File: src/rtl/result_streamer.sv
`default_nettype none
// +--------------------------------------------------------------------------+
// | result_streamer                                                          |
// | Scans the 1-bit result memory row-major, packs 8 pixels per byte (LSB =  |
// | leftmost) and streams bytes on a valid/ready interface.                  |
// | Optional macro STREAM_HEADER_EN prepends 0xA5, WIDTH_BITS, HEIGHT_BITS.  |
// | Revision: 1.0                                                            |
// +--------------------------------------------------------------------------+
module result_streamer #(
  parameter int         WIDTH_BITS  = 8,
  parameter int         HEIGHT_BITS = 8,
  parameter logic [2:0] RUN_STATE   = 3'd3
) (
  input  logic                   clock,
  input  logic                   reset,
  input  logic [2:0]             global_state,
  output logic [WIDTH_BITS-1:0]  oResultCol,
  output logic [HEIGHT_BITS-1:0] oResultRow,
  input  logic                   iResultData,
  output logic [7:0]             oByte,
  output logic                   oValid,
  input  logic                   iReady,
  output logic                   finished
);

  // Column position is kept as a byte index; a 1-bit index stays 0 when the row is one byte.
  localparam int             CB        = (WIDTH_BITS > 3) ? WIDTH_BITS - 3 : 1;
  localparam logic [CB-1:0]  COLB_LAST = CB'((1 << (WIDTH_BITS - 3)) - 1);

  localparam logic [2:0] S_IDLE   = 3'd0;
`ifdef STREAM_HEADER_EN
  localparam logic [2:0] S_HEADER = 3'd1;
`endif
  localparam logic [2:0] S_FETCH  = 3'd2;
  localparam logic [2:0] S_SEND   = 3'd3;
  localparam logic [2:0] S_DONE   = 3'd4;

  logic [2:0]             state, state_nxt;
  logic [3:0]             bit_cnt;
  logic [2:0]             bit_idx;
  logic [CB-1:0]          colb, colb_nxt;
  logic [HEIGHT_BITS-1:0] row, row_nxt;
  logic [7:0]             pack;
  logic                   run, xfer, col_last, last_byte;
`ifdef STREAM_HEADER_EN
  logic [1:0]             hdr_cnt;
`endif

  assign run       = (global_state == RUN_STATE);
  assign xfer      = oValid & iReady;
  assign col_last  = (colb == COLB_LAST);
  assign last_byte = col_last && (&row);
  assign bit_idx   = 3'(bit_cnt - 4'd1);
  assign colb_nxt  = col_last ? '0 : colb + CB'(1);
  assign row_nxt   = col_last ? row + HEIGHT_BITS'(1) : row;

  always_ff @(posedge clock) begin
    if (reset) state <= S_IDLE;
    else       state <= state_nxt;
  end

  always_comb begin
    state_nxt = state;
    case (state)
`ifdef STREAM_HEADER_EN
      S_IDLE:   if (run) state_nxt = S_HEADER;
      S_HEADER: if (xfer && hdr_cnt == 2'd2) state_nxt = S_FETCH;
`else
      S_IDLE:   if (run) state_nxt = S_FETCH;
`endif
      S_FETCH:  if (bit_cnt == 4'd8) state_nxt = S_SEND;
      S_SEND:   if (xfer) state_nxt = last_byte ? S_DONE : S_FETCH;
      S_DONE:   if (!run) state_nxt = S_IDLE;
      default:  state_nxt = S_IDLE;
    endcase
  end

  always_comb begin
    oValid   = (state == S_SEND);
`ifdef STREAM_HEADER_EN
    oValid   = oValid || (state == S_HEADER);
`endif
    oByte    = oValid ? pack : 8'd0;
    finished = (state == S_DONE);
  end

  // Address registers are loaded on the edge that enters FETCH so cycle 0 already shows base.
  always_ff @(posedge clock) begin
    if (reset) begin
      colb       <= '0;
      row        <= '0;
      bit_cnt    <= 4'd0;
      pack       <= 8'd0;
      oResultCol <= '0;
      oResultRow <= '0;
`ifdef STREAM_HEADER_EN
      hdr_cnt    <= 2'd0;
`endif
    end else begin
      case (state)
        S_IDLE: if (run) begin
          bit_cnt    <= 4'd0;
          oResultCol <= WIDTH_BITS'({colb, 3'b000});
          oResultRow <= row;
`ifdef STREAM_HEADER_EN
          pack       <= 8'hA5;
          hdr_cnt    <= 2'd0;
`endif
        end
`ifdef STREAM_HEADER_EN
        S_HEADER: if (xfer) begin
          hdr_cnt <= hdr_cnt + 2'd1;
          if (hdr_cnt == 2'd0)      pack <= 8'(WIDTH_BITS);
          else if (hdr_cnt == 2'd1) pack <= 8'(HEIGHT_BITS);
        end
`endif
        S_FETCH: begin
          bit_cnt <= bit_cnt + 4'd1;
          if (bit_cnt != 4'd0) pack[bit_idx] <= iResultData;
          if (bit_cnt < 4'd7)  oResultCol <= oResultCol + WIDTH_BITS'(1);
        end
        S_SEND: if (xfer) begin
          colb    <= colb_nxt;
          row     <= row_nxt;
          bit_cnt <= 4'd0;
          if (!last_byte) begin
            oResultCol <= WIDTH_BITS'({colb_nxt, 3'b000});
            oResultRow <= row_nxt;
          end
        end
        default: ;
      endcase
    end
  end

endmodule
`default_nettype wire

File: config.mk
export PLATFORM = sky130hd
export DESIGN_NAME = result_streamer
export DESIGN_NICKNAME = d
export VERILOG_FILES = /design/src/rtl/result_streamer.sv
export SDC_FILE = /design/constraint.sdc
export NUM_CORES = 1
export LEC_CHECK = 0
export ABC_AREA = 0
export BUFFER_PORTS_ARGS = -buffer_cell sky130_fd_sc_hd__buf_2
export CORE_AREA = 2 2 76 78
export DETAILED_ROUTE_END_ITERATION = 6
export DIE_AREA = 0 0 78 80
export GPL_TIMING_DRIVEN = 0
export PLACE_DENSITY = 0.76
export SETUP_SLACK_MARGIN = 0.2
export SYNTH_ARGS = -nofsm -noshare
export SYNTH_HDL_FRONTEND = slang
export SYNTH_SLANG_ARGS = --single-unit
export TNS_END_PERCENT = 20
File: constraint.sdc
create_clock -name clock -period 2.81 [get_ports clock]
set_clock_uncertainty 0.05 [all_clocks]
set_input_delay 0.1405 -clock clock [delete_from_list [all_inputs] [get_ports clock]]
set_output_delay 0.1405 -clock clock [all_outputs]
set_load 0.005 [all_outputs]
==> impl_metrics.json, run 1 <==
{
  "dieHeight_um": 80,
  "wirelength_um": 5650,
  "wl_met3_um": 195,
  "multi_input_area_um2": 1410,
  "nNetsFinal": 357,
  "worst_setup_path_end_kind": "flop",
  "syn_nets": 319,
  "path_max_fanout": 10,
  "fillers": 547,
  "max_freq_ghz": 0.434,
  "grtUsageTotal": 0.191,
  "cts.sinks": 44,
  "ys_warn_count": 0,
  "timing.final.hold_violations": 0,
  "ctsHoldBuffers": 0,
  "setup_tns_ps": 0,
  "hp-class": "in -> reg",
  "drc": 0,
  "final_cells": 416,
  "r2r_slack_ps": 510,
  "grt_overflow_total": 0,
  "drive_gt1_frac": 0.166,
  "hold_start": "reset",
  "areaGrowthSynthToFinish_pct": 14.4,
  "antenna_found_initial": 0,
  "cts_tree": "done",
  "clk_latency_ps": 310,
  "r2r_cells": 9,
  "dp.cells": 408,
  "synthArstFlopShare": 0,
  "yosys_register_bits": 44,
  "slowest_stage": "dfxtp_1",
  "criticalPathCategory": "reg -> reg",
  "viasPerCell": 5.29,
  "reg2reg_from": "colb[0]",
  "rsz0062_at_grt": "no",
  "drv_slew": 0,
  "first_global_vias": 2110,
  "r2r_end": "oResultCol[6]",
  "top_layer": "met4",
  "synth_top_area_frac": 0.360,
  "grt_start_max_net_pins": 14,
  "setup_violations": 0,
  "grt_pass1_wl_um": 9600,
  "path_clk_slew_ps": 80,
  "syn_area_per_cell_um2": 8.02,
  "synthAdderAreaFrac": 0.0358,
  "synth-edff-count": 0,
  "layout_commonest_cell": "nor2_1",
  "maxCapViolCount": 0,
  "synth.area.mux_share": 0.0292,
  "start_kind": "flop",
  "path_common_cell": "ha_1",
  "vdd_drop_max_mv": 0.285,
  "ant_nets": 0,
  "postCtsSetupRepairBufs": 0,
  "wl_per_cell_um": 13.6,
  "synth_area_leaders": "dfxtp_1 36%, nor2_1 6.9%, nand2_1 5.2%",
  "hpwl_um": 4000,
  "met1_length_um": 2650,
  "die_area_um2": 6240,
  "synth_xor_area_frac": 0.0501,
  "htreeDepth": 2,
  "diodes": 0,
  "preCtsSetupSlack_ps": 556,
  "endpoint": "oResultCol[6]",
  "place_congestion": 0.821,
  "die_w_um": 78,
  "core.rowCount": 27,
  "cts_resized": 0,
  "seqCellArea_um2": 881,
  "crit_chain": "ha_1 > and3_1 > ha_1 > nand4_1 > o21ai_0 > a211o_1 > buf_6 > a21oi_1 > o31a_1",
  "ios": 33,
  "p_leak_uw": 0.00111,
  "cts_buffer_depth": 2,
  "synth.distinct_cells": 52,
  "relSlewSlack": 0.579,
  "core-area_um2": 5410,
  "synth_cells": 305,
  "cts_inserted_buffers": 5,
  "fin_util": 0.518,
  "synth_compound_area_frac": 0.164,
  "crit_required_ps": 2950,
  "slowest_delay_ps": 450,
  "synth_top_family_by_area": "simple AND/OR/NAND/NOR gates",
  "wl_met2_um": 2760,
  "initial_core_util": 0.453,
  "synth_top_area_cell": "dfxtp_1",
  "outcome": "finished, final reports clean",
  "final_cell_mix": "45 x nor2_1, 44 x dfxtp_1, 34 x nand2_1, 32 x buf_2, 21 x a21oi_1",
  "ys.flop_type": "dfxtp_1",
  "port_buffers": 31,
  "critPathArrivalTime_ps": 2450,
  "worst_slack_ps": 508,
  "pwr_density_cell_nw_per_um2": 458,
  "root_buffer": "clkbuf_8",
  "finalCritPeriodShare": 0.819,
  "synth-simple-area-share": 0.299,
  "drt-pass1-iter-count": 4,
  "min_period_ps": 2300,
  "crit_start": "colb[0]",
  "vias": 2202,
  "synth_area_um2": 2450,
  "power_uw": 1280,
  "tightest_slew_ps": 631,
  "ys_seq_area_frac": 0.360,
  "drtIter0Drc": 113
}
[logic make-up after synthesis]
kind of cell,Yosys count
DFF,44
muxes,7
adders and majority gates,7
buffers and inverters,25
xor gates and xnor gates,14
and+or+nand+nor,146
AOI/OAI and AO/OA,62
[layout make-up]
class,instances,area share
inverter,5,0.00671
buffer,20,0.0474
sequential,44,0.315
tap,72,0.0322
clock inverter,2,0.0125
multi-input combinational,236,0.505
clock buffer,6,0.0259
timing repair buffer,31,0.0554
[Yosys cell counts, drive strengths merged, types with 2 or more instances]
cell type,count
a22oi,2
xor2,7
dfxtp,44
nand2b,7
nand2,35
buf,8
nor3,9
and3,2
nand3,13
and2,10
mux2i,6
nand3b,5
xnor2,7
a211oi,11
o21ai,13
or2,2
a21oi,21
o31ai,2
or3,3
o32ai,3
clkbuf,12
o21bai,2
nor4,2
nand4,4
inv,5
nor2,45
a311oi,2
a221oi,2
or4,2
ha,7
[power by group]
group          leakage [uW]  switching [uW]  internal (uW)
sequential         0.000356            9.59            636
clock             0.0000552             227            264
combinational      0.000696            87.9           55.9
total               0.00111             325            956
[through the flow]
| step | cell area [um^2] | hold slack [ps] |
|---|---|---|
| final | 2800 | 100 |
| after detailed placement | 2690 | 402 |
| after global routing | 2800 | 117 |
| after floorplan | 2450 | 274 |
| after global placement | 2690 | 399 |
| after CTS | 2800 | 90.7 |
[how the worst min path moves through the flow]
| stage | endpoint | slack, ps | cells after the start |
|---|---|---|---|
| floorplan | state[1] | 270 | 3 |
| global placement | pack[7] | 400 | 2 |
| detailed placement | pack[7] | 400 | 2 |
| CTS | oResultCol[0] | 90 | 3 |
| global route | oResultCol[0] | 120 | 3 |
| finish | oResultCol[0] | 100 | 3 |
[flip-flops by register name, summed over array words and instances (netlist names)]
| register | cells |
|---|---|
| pack | 8 |
| bit_cnt | 4 |
| state | 3 |
| oResultRow | 8 |
| colb | 5 |
| row | 8 |
| oResultCol | 8 |
[metal layers]
layer  vias up  global-route usage
met5         -                   0
met1      1005               0.240
li1       1147                   -
met4         0              0.0561
met2        46               0.334
met3         4              0.0339
[worst max-delay path: cells and delay by family (launching register included)]
family                     cells  cell delay (ps)
and+or+nand+nor                2              350
adders and majority gates      2              470
DFF                            1              450
buffers and inverters          1              160
AOI/OAI and AO/OA              4              700
(Power assumes the default switching activity.)
==> inputs of run 2 (changes only) <==
Settings changed: ABC_AREA 0 to 1, CORE_AREA 2 2 76 78 to 2 2 80 82, DIE_AREA 0 0 78 80 to 0 0 82 84.
Clock period 2.81 ns to 2.3 ns, I/O delays scaled along.
==> impl_metrics.json, run 2 <==
{
  "cts.sinks": 44,
  "drc": 0,
  "ys.flop_type": "dfxtp_1",
  "synth_area_leaders": "dfxtp_1 32%, nand2_1 15%, nor2_1 9.6%",
  "vias": 2753,
  "grt_overflow_total": 0,
  "final_cell_mix": "108 x nand2_1, 68 x nor2_1, 53 x inv_1, 42 x dfxtp_1, 36 x nand3_1",
  "reg2reg_from": "colb[0]",
  "outcome": "finished, final reports clean",
  "drv_slew": 0,
  "intPower_uw": 1720,
  "htreeDepth": 2,
  "grt_pass1_wl_um": 10500,
  "synth_most_common_cell": "nand2_1",
  "finalCritPeriodShare": 0.867,
  "preCtsSetupSlack_ps": 118,
  "min_period_ps": 1990,
  "synth_top_area_cell": "dfxtp_1",
  "initial_core_util": 0.450,
  "ant_nets": 0,
  "r2r_slack_ps": 310,
  "syn_nets": 440,
  "path_common_cell": "nand2_1",
  "p_leak_uw": 0.00147,
  "drt-pass1-iter-count": 7,
  "cts_inserted_buffers": 5,
  "wl_per_cell_um": 11.6,
  "synthArstFlopShare": 0,
  "synth.distinct_cells": 33,
  "syn_area_per_cell_um2": 6.44,
  "hp-class": "in -> reg",
  "start_kind": "flop",
  "critPathArrivalTime_ps": 2150,
  "maxCapViolCount": 0,
  "cts_buffer_depth": 2,
  "synth-edff-count": 0,
  "hpwl_um": 4480,
  "vdd_drop_max_mv": 0.516,
  "ys_seq_area_frac": 0.321,
  "slowest_stage": "dfxtp_4",
  "layout_commonest_cell": "nand2_1",
  "wirelength_um": 6330,
  "ys_warn_count": 0,
  "yosys_register_bits": 44,
  "crit_chain": "ha_1 > nand2_2 > nor2_4 > ha_2 > nand3_4 > nor2_4 > nand2_1 > nand2_2 > nand2_8 > nand2_8 > nand2_1 > nand2_1 > nor2_1",
  "path_clk_slew_ps": 80,
  "hold_start": "reset",
  "die_area_um2": 6890,
  "pwr-share-comb": 0.491,
  "grtUsageTotal": 0.191,
  "nNetsFinal": 483,
  "drive_gt1_frac": 0.181,
  "seqPwrFrac": 0.358,
  "endpoint": "oResultRow[7]",
  "worst_slack_ps": 306,
  "slowest_delay_ps": 370,
  "clk_latency_ps": 300,
  "crit_required_ps": 2460,
  "drtIter0Drc": 205,
  "rsz0062_at_grt": "no",
  "seqCellArea_um2": 888,
  "place_congestion": 0.884,
  "synth_area_um2": 2750,
  "r2r_end": "oResultRow[7]",
  "tightest_slew_ps": 551,
  "timing.final.hold_violations": 0,
  "setup_tns_ps": 0,
  "relSlewSlack": 0.633,
  "diodes": 0,
  "criticalPathCategory": "reg -> reg",
  "multi_input_area_um2": 1610,
  "switching_power_uw": 1380,
  "port_buffers": 32,
  "core.rowCount": 29,
  "max_freq_ghz": 0.501,
  "first_global_vias": 2393,
  "worst_setup_path_end_kind": "flop",
  "viasPerCell": 5.04,
  "areaGrowthSynthToFinish_pct": 14.9,
  "grt_start_max_net_pins": 13,
  "antenna_found_initial": 0,
  "cts_tree": "done",
  "setup_violations": 0,
  "die_w_um": 82,
  "core-area_um2": 6100,
  "power.clock.fraction": 0.151,
  "root_buffer": "clkbuf_8",
  "switching_share": 0.445,
  "synth_top_area_frac": 0.321,
  "yosys-top-cells-count": "109 x nand2_1, 70 x nor2_1, 53 x inv_1, 44 x dfxtp_1, 36 x nand3_1",
  "crit_start": "colb[0]",
  "pwr_density_cell_nw_per_um2": 985,
  "fillers": 641,
  "synth_cells": 426,
  "ios": 33,
  "dieHeight_um": 84,
  "path_max_fanout": 9,
  "r2r_cells": 13
}
run 2: cell types whose count changed in the layout (fill, tap and decap cells not counted), moves of 9 or more:
cell      change
nand2_1      +74
clkbuf_1     -10
nor2_1       +23
and2_1        -9
a211oi_1     -11
nand3_1      +23
inv_1        +49
run 2: power by group through the flow:
stage | registers [uW] | clock network, uW | logic [uW]
after global routing | 1140 | 506 | 1750
after detailed placement | 1130 | 0 | 1440
final | 1110 | 469 | 1520
after global placement | 1120 | 0 | 1410
after CTS | 1120 | 485 | 1450
after floorplan | 1120 | 0 | 1080
run 2: routing by layer:
metal  vias up  track usage  share of wire
met5         -            0              0
met4         0       0.0591          0.014
met3        13       0.0455          0.060
met2        85        0.315           0.47
met1      1217        0.243           0.46
li1       1438            -              -
run 2: how the worst min path moves through the flow:
stage,end,slack (ps),depth (start not counted)
2_1_floorplan,row[2],140,1
3_3_place_gp,row[2],330,2
3_5_place_dp,row[2],340,2
4_1_cts,row[2],20,2
5_1_grt,row[2],30,2
6_report,row[2],20,2
run 2: cells by family (layout without fill, tap and decap cells):
family / Yosys count / count (layout) / synth area share
adder cells (fa/ha/maj): 7 / 7 / 0.0319
AND/OR/NAND/NOR: 251 / 252 / 0.421
flip-flops: 44 / 44 / 0.321
buffers and inverters: 67 / 109 / 0.107
AO/OA/AOI/OAI: 56 / 56 / 0.116
XOR/XNOR: 1 / 1 / 0.00319
run 2: what timing repair did:
action                     in CTS  in global routing
gates resized for setup         3                  8
buffers inserted                1                  2
setup endpoints to repair      12                 11
hold buffers                    0                  0
gates cloned                    0                  1
pin swaps                       1                  5
run 2: per-stage QoR:
step           instances  cell area, um^2  hold slack (ps)  utilization  total power (uW)
3_5_place_dp         535             3000              336        0.492              2580
2_1_floorplan        426             2750              138            -              2200
3_3_place_gp         535             3000              330        0.492              2530
4_1_cts              543             3090             22.1        0.507              3050
5_1_grt              546             3150             27.0        0.517              3400
6_report             546             3150             18.5        0.517              3110
run 2: area by class of cell:
| type | count | area share |
|---|---|---|
| plain buffers | 9 | 0.0242 |
| clock buffers | 6 | 0.0230 |
| clock inverters | 1 | 0.00159 |
| inverters | 58 | 0.0690 |
| multi-input cells | 316 | 0.512 |
| flip-flops and latches | 44 | 0.282 |
| well taps | 77 | 0.0306 |
| repair buffers | 35 | 0.0579 |
run 2: critical path, delay by kind of cell, from the launching register on:
| family | cells | cell delay, ps |
|---|---|---|
| and+or+nand+nor | 11 | 1060 |
| adders and majority gates | 2 | 400 |
| DFF | 1 | 370 |
